**config.mk**
```make
export PLATFORM = sky130hd
export DESIGN_NAME = fifo_shift_level
export DESIGN_NICKNAME = d
export VERILOG_FILES = /design/src/rtl/fifo_shift_level.sv
export SDC_FILE = /design/constraint.sdc
export NUM_CORES = 1
export LEC_CHECK = 0
export ABC_AREA = 1
export ABC_CLOCK_PERIOD_IN_PS = 2450
export CORE_MARGIN = 2
export CORE_UTILIZATION = 55
export CTS_BUF_LIST = sky130_fd_sc_hd__clkbuf_4 sky130_fd_sc_hd__clkbuf_8
export CTS_CLUSTER_SIZE = 25
export DETAILED_ROUTE_END_ITERATION = 8
export PLACE_DENSITY = 0.77
export SLEW_MARGIN = 20
export SYNTH_ARGS = -nofsm -noshare
export SYNTH_HDL_FRONTEND = slang
export SYNTH_SLANG_ARGS = --single-unit
```
**constraint.sdc**
```tcl
create_clock -name sClk_i -period 2.45 [get_ports sClk_i]
set_input_delay 0.49 -clock sClk_i [delete_from_list [all_inputs] [get_ports sClk_i]]
set_output_delay 0.49 -clock sClk_i [all_outputs]
set_load 0.005 [all_outputs]
```
**src/rtl/fifo_shift_level.sv**
```systemverilog
// Shift-register FIFO with occupancy count, almost-full/almost-empty thresholds and flush.
// Optional sticky overflow/underflow flags are built when FIFO_SHIFT_LEVEL_ERRFLAGS_EN is defined.
module fifo_shift_level #(
    parameter int unsigned W_WRITE       = 32,
    parameter int unsigned C_NUMBERWORDS = 8,
    parameter int unsigned C_AFULL       = C_NUMBERWORDS - 1,
    parameter int unsigned C_AEMPTY      = 1
) (
    input  logic                                 sClk_i,
    input  logic                                 snRst_i,
    input  logic                                 Clear_i,
    input  logic                                 Write_i,
    input  logic [W_WRITE-1:0]                   WriteData_i,
    input  logic                                 Read_i,
    output logic [W_WRITE-1:0]                   ReadData_oc,
    output logic                                 Empty_oc,
    output logic                                 Full_oc,
    output logic                                 AlmostFull_oc,
    output logic                                 AlmostEmpty_oc,
    output logic [$clog2(C_NUMBERWORDS+1)-1:0]   Count_oc,
    output logic                                 Overflow_o,
    output logic                                 Underflow_o
);

    localparam int unsigned CW = $clog2(C_NUMBERWORDS + 1);
    localparam logic [CW-1:0] DepthC  = CW'(C_NUMBERWORDS);
    localparam logic [CW-1:0] AFullC  = CW'(C_AFULL);
    localparam logic [CW-1:0] AEmptyC = CW'(C_AEMPTY);

    logic [W_WRITE-1:0] mem_q     [C_NUMBERWORDS];
    logic [W_WRITE-1:0] mem_d     [C_NUMBERWORDS];
    logic [W_WRITE-1:0] shift_src [C_NUMBERWORDS];

    logic [CW-1:0] count_q, count_d;
    logic [CW-1:0] wr_idx;
    logic          empty_q, full_q, afull_q, aempty_q;
    logic          read_en, write_en;

    assign read_en  = Read_i & ~empty_q;
    assign write_en = Write_i & (~full_q | read_en);

    // With a simultaneous pop the new word lands one slot lower, behind the shifted data.
    assign wr_idx = read_en ? (count_q - CW'(1)) : count_q;

    // Top slot has no upper neighbour; it keeps its (now stale) contents on a shift.
    for (genvar k = 0; k < C_NUMBERWORDS; k++) begin : g_shift
        if (k < C_NUMBERWORDS - 1) begin : g_mid
            assign shift_src[k] = mem_q[k+1];
        end else begin : g_top
            assign shift_src[k] = mem_q[k];
        end
    end

    always_comb begin
        for (int k = 0; k < C_NUMBERWORDS; k++) begin
            mem_d[k] = read_en ? shift_src[k] : mem_q[k];
            if (write_en && (wr_idx == CW'(k))) begin
                mem_d[k] = WriteData_i;
            end
        end
    end

    always_comb begin
        count_d = count_q;
        unique case ({write_en, read_en})
            2'b10:   count_d = count_q + CW'(1);
            2'b01:   count_d = count_q - CW'(1);
            default: count_d = count_q;
        endcase
    end

    // Storage is deliberately not reset; Count and the flags define what is valid.
    always_ff @(posedge sClk_i) begin
        mem_q <= mem_d;
    end

    always_ff @(posedge sClk_i) begin
        if (!snRst_i || Clear_i) begin
            count_q  <= '0;
            empty_q  <= 1'b1;
            full_q   <= 1'b0;
            afull_q  <= 1'b0;
            aempty_q <= 1'b1;
        end else begin
            count_q  <= count_d;
            empty_q  <= (count_d == '0);
            full_q   <= (count_d == DepthC);
            afull_q  <= (count_d >= AFullC);
            aempty_q <= (count_d <= AEmptyC);
        end
    end

`ifdef FIFO_SHIFT_LEVEL_ERRFLAGS_EN
    logic overflow_q, underflow_q;

    always_ff @(posedge sClk_i) begin
        if (!snRst_i || Clear_i) begin
            overflow_q  <= 1'b0;
            underflow_q <= 1'b0;
        end else begin
            if (Write_i && !write_en) overflow_q  <= 1'b1;
            if (Read_i && empty_q)    underflow_q <= 1'b1;
        end
    end

    assign Overflow_o  = overflow_q;
    assign Underflow_o = underflow_q;
`else
    assign Overflow_o  = 1'b0;
    assign Underflow_o = 1'b0;
`endif

    assign ReadData_oc    = empty_q ? '0 : mem_q[0];
    assign Empty_oc       = empty_q;
    assign Full_oc        = full_q;
    assign AlmostFull_oc  = afull_q;
    assign AlmostEmpty_oc = aempty_q;
    assign Count_oc       = count_q;

endmodule

```
==> flow_summary.toml <==
[job]
max_cap_violations = 0

[logic_synthesis]
yosysMostFrequentCell = "sky130_fd_sc_hd__nand2_1"
synth.distinct_cells = 27
biggest_area_contributors_in_the_synthesized_netlist = "sky130_fd_sc_hd__edfxtp_1 62%, sky130_fd_sc_hd__nand2_1 15%, sky130_fd_sc_hd__nand4_1 11%"
postSynth.asyncResetShare = 0
ys_warn_count = 0
ys_ff_latch = 264
syn_avg_cell_area_sq_um = 10.3
synth-seq-area-share = 0.634
synth-edff-count = 256
syn-cell-area_sq_mm = 0.0124
synth_largest_type_area_fraction = 0.621
postSynth.topFlopCell = "sky130_fd_sc_hd__edfxtp_1"
syn-instance-count = 1200
synth_area_leader_cell = "sky130_fd_sc_hd__edfxtp_1"
synth.top_cells.by_count = "478 x sky130_fd_sc_hd__nand2_1, 256 x sky130_fd_sc_hd__edfxtp_1, 226 x sky130_fd_sc_hd__nand4_1, 59 x sky130_fd_sc_hd__buf_2, 44 x sky130_fd_sc_hd__inv_1"

[die]
chipWidth_um = 154
core.rowCount = 54
initial_core_util = 0.563
core_area_sq_mm = 0.0220
die-area_sq_mm = 0.0237
height_of_the_chip_um = 154
num_io_pins = 79

[sta]
timing.final.setup_violations = 0
worst-slew-pin-transition_ns = 0.525
period_minus_slack_ns = 2.24
finalClockSkew_ns = 0.0237
layout_worst_path_cycle_share = 0.913
maxSlewHeadroom = 0.649
finalHoldViolCount = 0
grt_setup_unrepaired = "false"
maxClockFrequency_mhz = 447
timing_max_transition_violations_final = 0
fin_worst_hold_slack_ns = 0.494

[finish]
ff_latch_area_sq_mm = 0.00785
layout-drive-gt1-share = 0.116
post_layout_nonfiller_instances = 1589
multi_input_comb_area_sq_mm = 0.00376
num-nets-final = 1317
num_antenna_cells = 0
fill_count = 1639
layout-area-overhead-vs-synth_pct = 16.2

[cts]
cts_tree = "done"
postCtsSetupRepairBufs = 0
ctsResizeCount = 0
clockRootBuffer = "sky130_fd_sc_hd__clkbuf_8"
holdBufCountCts = 0
clk_transition_reported_paths_ns = 0.06
numCtsBuffers = 42
cts_htree_levels = 2
cts.path.max_buffers = 3
clock_sink_count = 264
worstSkewPairLatency_ns = 0.55

[placement]
final_gp_congestion = 0.764
numPortBuffers = 76
dp.cells = 1512
dp_hpwl_um = 15600

[routing]
route.detailed.wl_per_inst_um = 14.1
via_per_inst = 5.34
final_antenna_net_count = 0
remaining_drc_errors = 0
dr_total_vias = 8493
postRouteWirelength_um = 22400
drt-initial-drc-count = 611
first_pass_iteration_count_of_the_detailed_router = 5

[grt]
globalRouteMet3Util = 0.0358
vias_in_the_first_global_route = 7667
residual_overflow_from_global_routing = 0
globalRoute.busiestLayer = "met2"
grt_use_total = 0.194
grt_antenna_before_repair = 0
gr-usage-met1 = 0.282
grtUsageMet2 = 0.302
grt_first_pass_wirelength_um = 37700
grt_start_max_net_pins = 56

[power_and_ir_drop]
p_per_area_mw_per_mm2 = 794
worst_ir_drop_vdd_uv = 392
leakage_nw = 5.90

[status]
status = "finished, final reports clean"

[setup_path]
worst-path-max-fanout = 33
startpoint_type = "register"
endpoint_kind = "primary output"
timing.critical_path.required_ns = 1.96
crit_type = "reg -> out"
crit_arrival_ns = 1.75

[min_path]
hold_path.class = "reg -> reg"
==> layout by cell type (no fill, tap or decap), types with 2 or more instances in the layout <==
master                            instances
sky130_fd_sc_hd__a21oi_1                  2
sky130_fd_sc_hd__conb_1                   2
sky130_fd_sc_hd__clkbuf_4                12
sky130_fd_sc_hd__ha_1                     4
sky130_fd_sc_hd__nand4_1                226
sky130_fd_sc_hd__nor2_1                  37
sky130_fd_sc_hd__inv_2                    4
sky130_fd_sc_hd__clkbuf_8                44
sky130_fd_sc_hd__o21ai_0                  6
sky130_fd_sc_hd__edfxtp_1               256
sky130_fd_sc_hd__nand3_2                  8
sky130_fd_sc_hd__nand3_1                 10
sky130_fd_sc_hd__nand2_2                  8
sky130_fd_sc_hd__nor2_4                   4
sky130_fd_sc_hd__clkinv_2                 5
sky130_fd_sc_hd__buf_4                   36
sky130_fd_sc_hd__clkdlybuf4s50_1         76
sky130_fd_sc_hd__nand2_1                471
sky130_fd_sc_hd__inv_6                    2
sky130_fd_sc_hd__clkinv_1                15
sky130_fd_sc_hd__inv_1                   43
sky130_fd_sc_hd__dfxtp_1                  8
sky130_fd_sc_hd__buf_12                  21
==> per-layer routing <==
metal / up-vias / wire length (um)
met5: - / 0
met4: 0 / 369
met3: 36 / 1560
met2: 276 / 10100
met1: 3783 / 10300
li1: 4398 / -
==> report_power, final <==
group / internal (mW) / switching, mW
combinational: 0.807 / 1.38
clock: 1.85 / 1.62
sequential: 5.66 / 0.107
==> worst max-delay path, cell delays in order, from the launching register on <==
cell	delay [ns]
sky130_fd_sc_hd__dfxtp_1	0.34
sky130_fd_sc_hd__buf_4	0.30
sky130_fd_sc_hd__clkdlybuf4s50_1	0.56
==> final timing paths <==
path	from	to	slack, ns	cells after the start
max	Empty_oc	Empty_oc	0.21	2
min	mem_q[122]	mem_q[154]	0.49	2
max reg2reg	Count_oc[0]	mem_q[18]	0.27	8
min reg2reg	mem_q[122]	mem_q[154]	0.49	2
==> area by class of cell <==
cell class              instances  area share
flip-flops and latches        264       0.546
multi-input cells             787       0.261
well taps                     280      0.0244
repair buffers                133       0.101
clock buffers                  56      0.0484
inverters                      48      0.0126
clock inverters                21     0.00653
==> cells by family after synthesis <==
group	after synthesis	share of synthesized area
xor gates and xnor gates	2	0.00202
and+or+nand+nor	768	0.288
AOI/OAI and AO/OA	11	0.00617
DFF	264	0.634
adders and majority gates	4	0.00405
other	1	0.000303
buffers and inverters	150	0.0651
==> sequential cells by signal, indices dropped and copies added (netlist names) <==
name,flops
Empty_oc,1
Count_oc,4
mem_q,256
AlmostFull_oc,1
AlmostEmpty_oc,1
Full_oc,1
==> stage by stage <==
stage / util / setup slack [ns] / TNS [ns] / power, mW / instance area, sq um
after floorplan: - / 0.0579 / 0 / 7.27 / 12400
after global placement: 0.619 / -0.0406 / -2.00 / 7.95 / 13600
after detailed placement: 0.619 / -0.0859 / -7.60 / 8.03 / 13600
after CTS: 0.655 / 0.169 / 0 / 11.5 / 14400
after global routing: 0.655 / 0.0607 / 0 / 12.0 / 14400
final: 0.655 / 0.214 / 0 / 11.4 / 14400
(Power assumes the default switching activity.)
==> edit: new RTL, same flow settings <==
The option `FIFO_SHIFT_LEVEL_ERRFLAGS_EN` is turned on by a define.
--- a/src/rtl/fifo_shift_level.sv
+++ b/src/rtl/fifo_shift_level.sv
@@ -1,4 +1,6 @@
 // Shift-register FIFO with occupancy count, almost-full/almost-empty thresholds and flush.
 // Optional sticky overflow/underflow flags are built when FIFO_SHIFT_LEVEL_ERRFLAGS_EN is defined.
+`define FIFO_SHIFT_LEVEL_ERRFLAGS_EN
+
 module fifo_shift_level #(
     parameter int unsigned W_WRITE       = 32,
Function: changed (a bounded check fails within 4 cycles, from zero or initial values).
==> edit against the unedited design <==
- design area rose by 0.37%
- worst setup slack improved by 0.0049 ns
- power rose by 0.11%
- critical path type unchanged
- non-clock buffer count rose by 7
- final cell count rose by 0.25%
- core utilization rose by 0.25 points
- maximum frequency rose by 0.22%
- sequential share of layout area rose by 0.074 points
- largest cell class unchanged
- routed wire length rose by 2.1%
- sequential cell count rose by 2
- synthesized area did not move
- hold slack got worse by 0.043 ns
- highest routed layer unchanged
==> edit: results (changes against the unedited design) <==
* Outcome: finished, final reports clean
* Clk pin slew, worst setup/hold paths at 0.06 ns (about the same)
* M2 GR Usage at 31.3% (+1.0 points)
* Number of global-route vias before repair at 7965 (+3.9%)
* Commonest register cell after synthesis: edfxtp_1
* Largest net degree at the start of global routing at 52 (-7.1%)
* CP arrival at 1.74 ns
* P_sw at 3.07 mW (-0.93%)
* H-tree levels at 2 (unchanged)
* Num CTS Buffers at 41 (-2.4%)
* Routed length per instance at 14.4 microns (+1.9%)
* Vias per cell at 5.44 (+1.8%)
* Worst path max stage delay at 0.51 ns (-0.05 ns)
* Biggest register: mem_q
* VDD IR max at 0.000486 V (+24%)
* Pre-CTS setup slack at -0.153 ns (-0.0676 ns)
* Layout Nets at 1328 (+0.84%)
* Met3 Track Usage GR at 3.18% (-0.39 points)
* Post-synth cell types at 26 (-3.7%)
* Leak pwr at 5.93 nW (+0.39%)
* First-pass GRT wire length at 38400 microns (+1.7%)
* Gp weighted congestion at 0.810 (+6.0%)
* Area share of xor/xnor cells in the synthesized design at 0.263% (+0.061 points)
* Sequential share of the synthesized area at 63.8% (+0.32 points)
* Top cells by area, synth: edfxtp_1 62%, nand2_1 15%, nand4_1 11%
* Share of layout cells above drive strength 1 at 11.9% (+0.27 points)
* Max_slew headroom at 67.2% (+2.3 points)
* Crit-path max FO at 34 (+3.0%)
* Top cells by count, synth: 478 x nand2_1, 256 x edfxtp_1, 226 x nand4_1
* Post-DP HPWL at 16100 microns (+3.2%)
* Worst skew pair latency at 0.54 ns
* Hold crit path type: flop to flop
* Max reg flops at 256 (unchanged)
* Grt met1 use at 27.9% (-0.24 points)
* IO Port Bufs at 78 (+2.6%)
* Gates resized, CTS repair at 0 (unchanged)
* Clock Skews at 0.0220 ns (-0.00170 ns)
* Total GRT Usage at 19.6% (+0.24 points)
* Initial DRC Count at 604 (-1.1%)
* Root buffer cell: clkbuf_8
* Compound-Gate Fraction of Synth Area at 0.637% (+0.020 points)
-- edit: changes by cell type after synthesis, moves of 2 or more --
cell and change:
clkbuf_1 +17, nor2_1 +2, a21oi_1 +2, dfxtp_1 +2
buf_2 -13, buf_4 -5
-- edit: logic make-up after synthesis --
group | Yosys count
AO/OA/AOI/OAI | 13
adder cells (fa/ha/maj) | 4
XOR/XNOR | 2
buffers and inverters | 150
flip-flops | 266
AND/OR/NAND/NOR | 770
-- edit: worst paths after layout --
| check | start | end | slack (ns) | depth (start not counted) |
|---|---|---|---|---|
| min reg2reg | Overflow_o | Overflow_o | 0.45 | 2 |
| min | Overflow_o | Overflow_o | 0.45 | 2 |
| max reg2reg | Count_oc[0] | mem_q[183] | 0.34 | 8 |
| max | Empty_oc | ReadData_oc[15] | 0.22 | 3 |
-- edit: layout make-up --
class / count / area (sq um)
flip-flops and latches: 266 / 7890
fillers: 1649 / 7530
multi-input cells: 789 / 3750
repair buffers: 140 / 1500
clock buffers: 59 / 706
well taps: 280 / 350
inverters: 49 / 185
clock inverters: 10 / 55.1
-- edit: power by group through the flow --
stage	combinational (mW)	clock [mW]	sequential [mW]
2_1_floorplan	1.41	0	5.89
3_3_place_gp	2.12	0	5.89
3_5_place_dp	2.19	0	5.90
4_1_cts	2.19	3.50	5.80
5_1_grt	2.46	3.70	5.84
6_report	2.21	3.43	5.80
-- edit: per-stage QoR --
stage                     hold WS [ns]  utilization, %  setup TNS, ns  std cells  instance area, sq um
after detailed placement         0.445            62.3         -17.68       1524                 13700
after floorplan                  0.447               -         -31.57       1205                 12400
after CTS                        0.454            65.7              0       1593                 14400
after global routing             0.490            65.7              0       1593                 14400
final                            0.452            65.7              0       1593                 14400
after global placement           0.443            62.3          -4.71       1524                 13700
-- edit: worst min-delay path: cells and delay by family, from the launching register on --
family | cells | cell delay [ns]
DFF | 1 | 0.31
buffers and inverters | 1 | 0.05
AOI/OAI and AO/OA | 1 | 0.05
-- edit: per-layer routing --
| metal | up-vias | share of wire [%] |
|---|---|---|
| li1 | 4424 | - |
| met3 | 35 | 6.8 |
| met5 | - | 0 |
| met4 | 0 | 1.7 |
| met2 | 311 | 45 |
| met1 | 3895 | 46 |
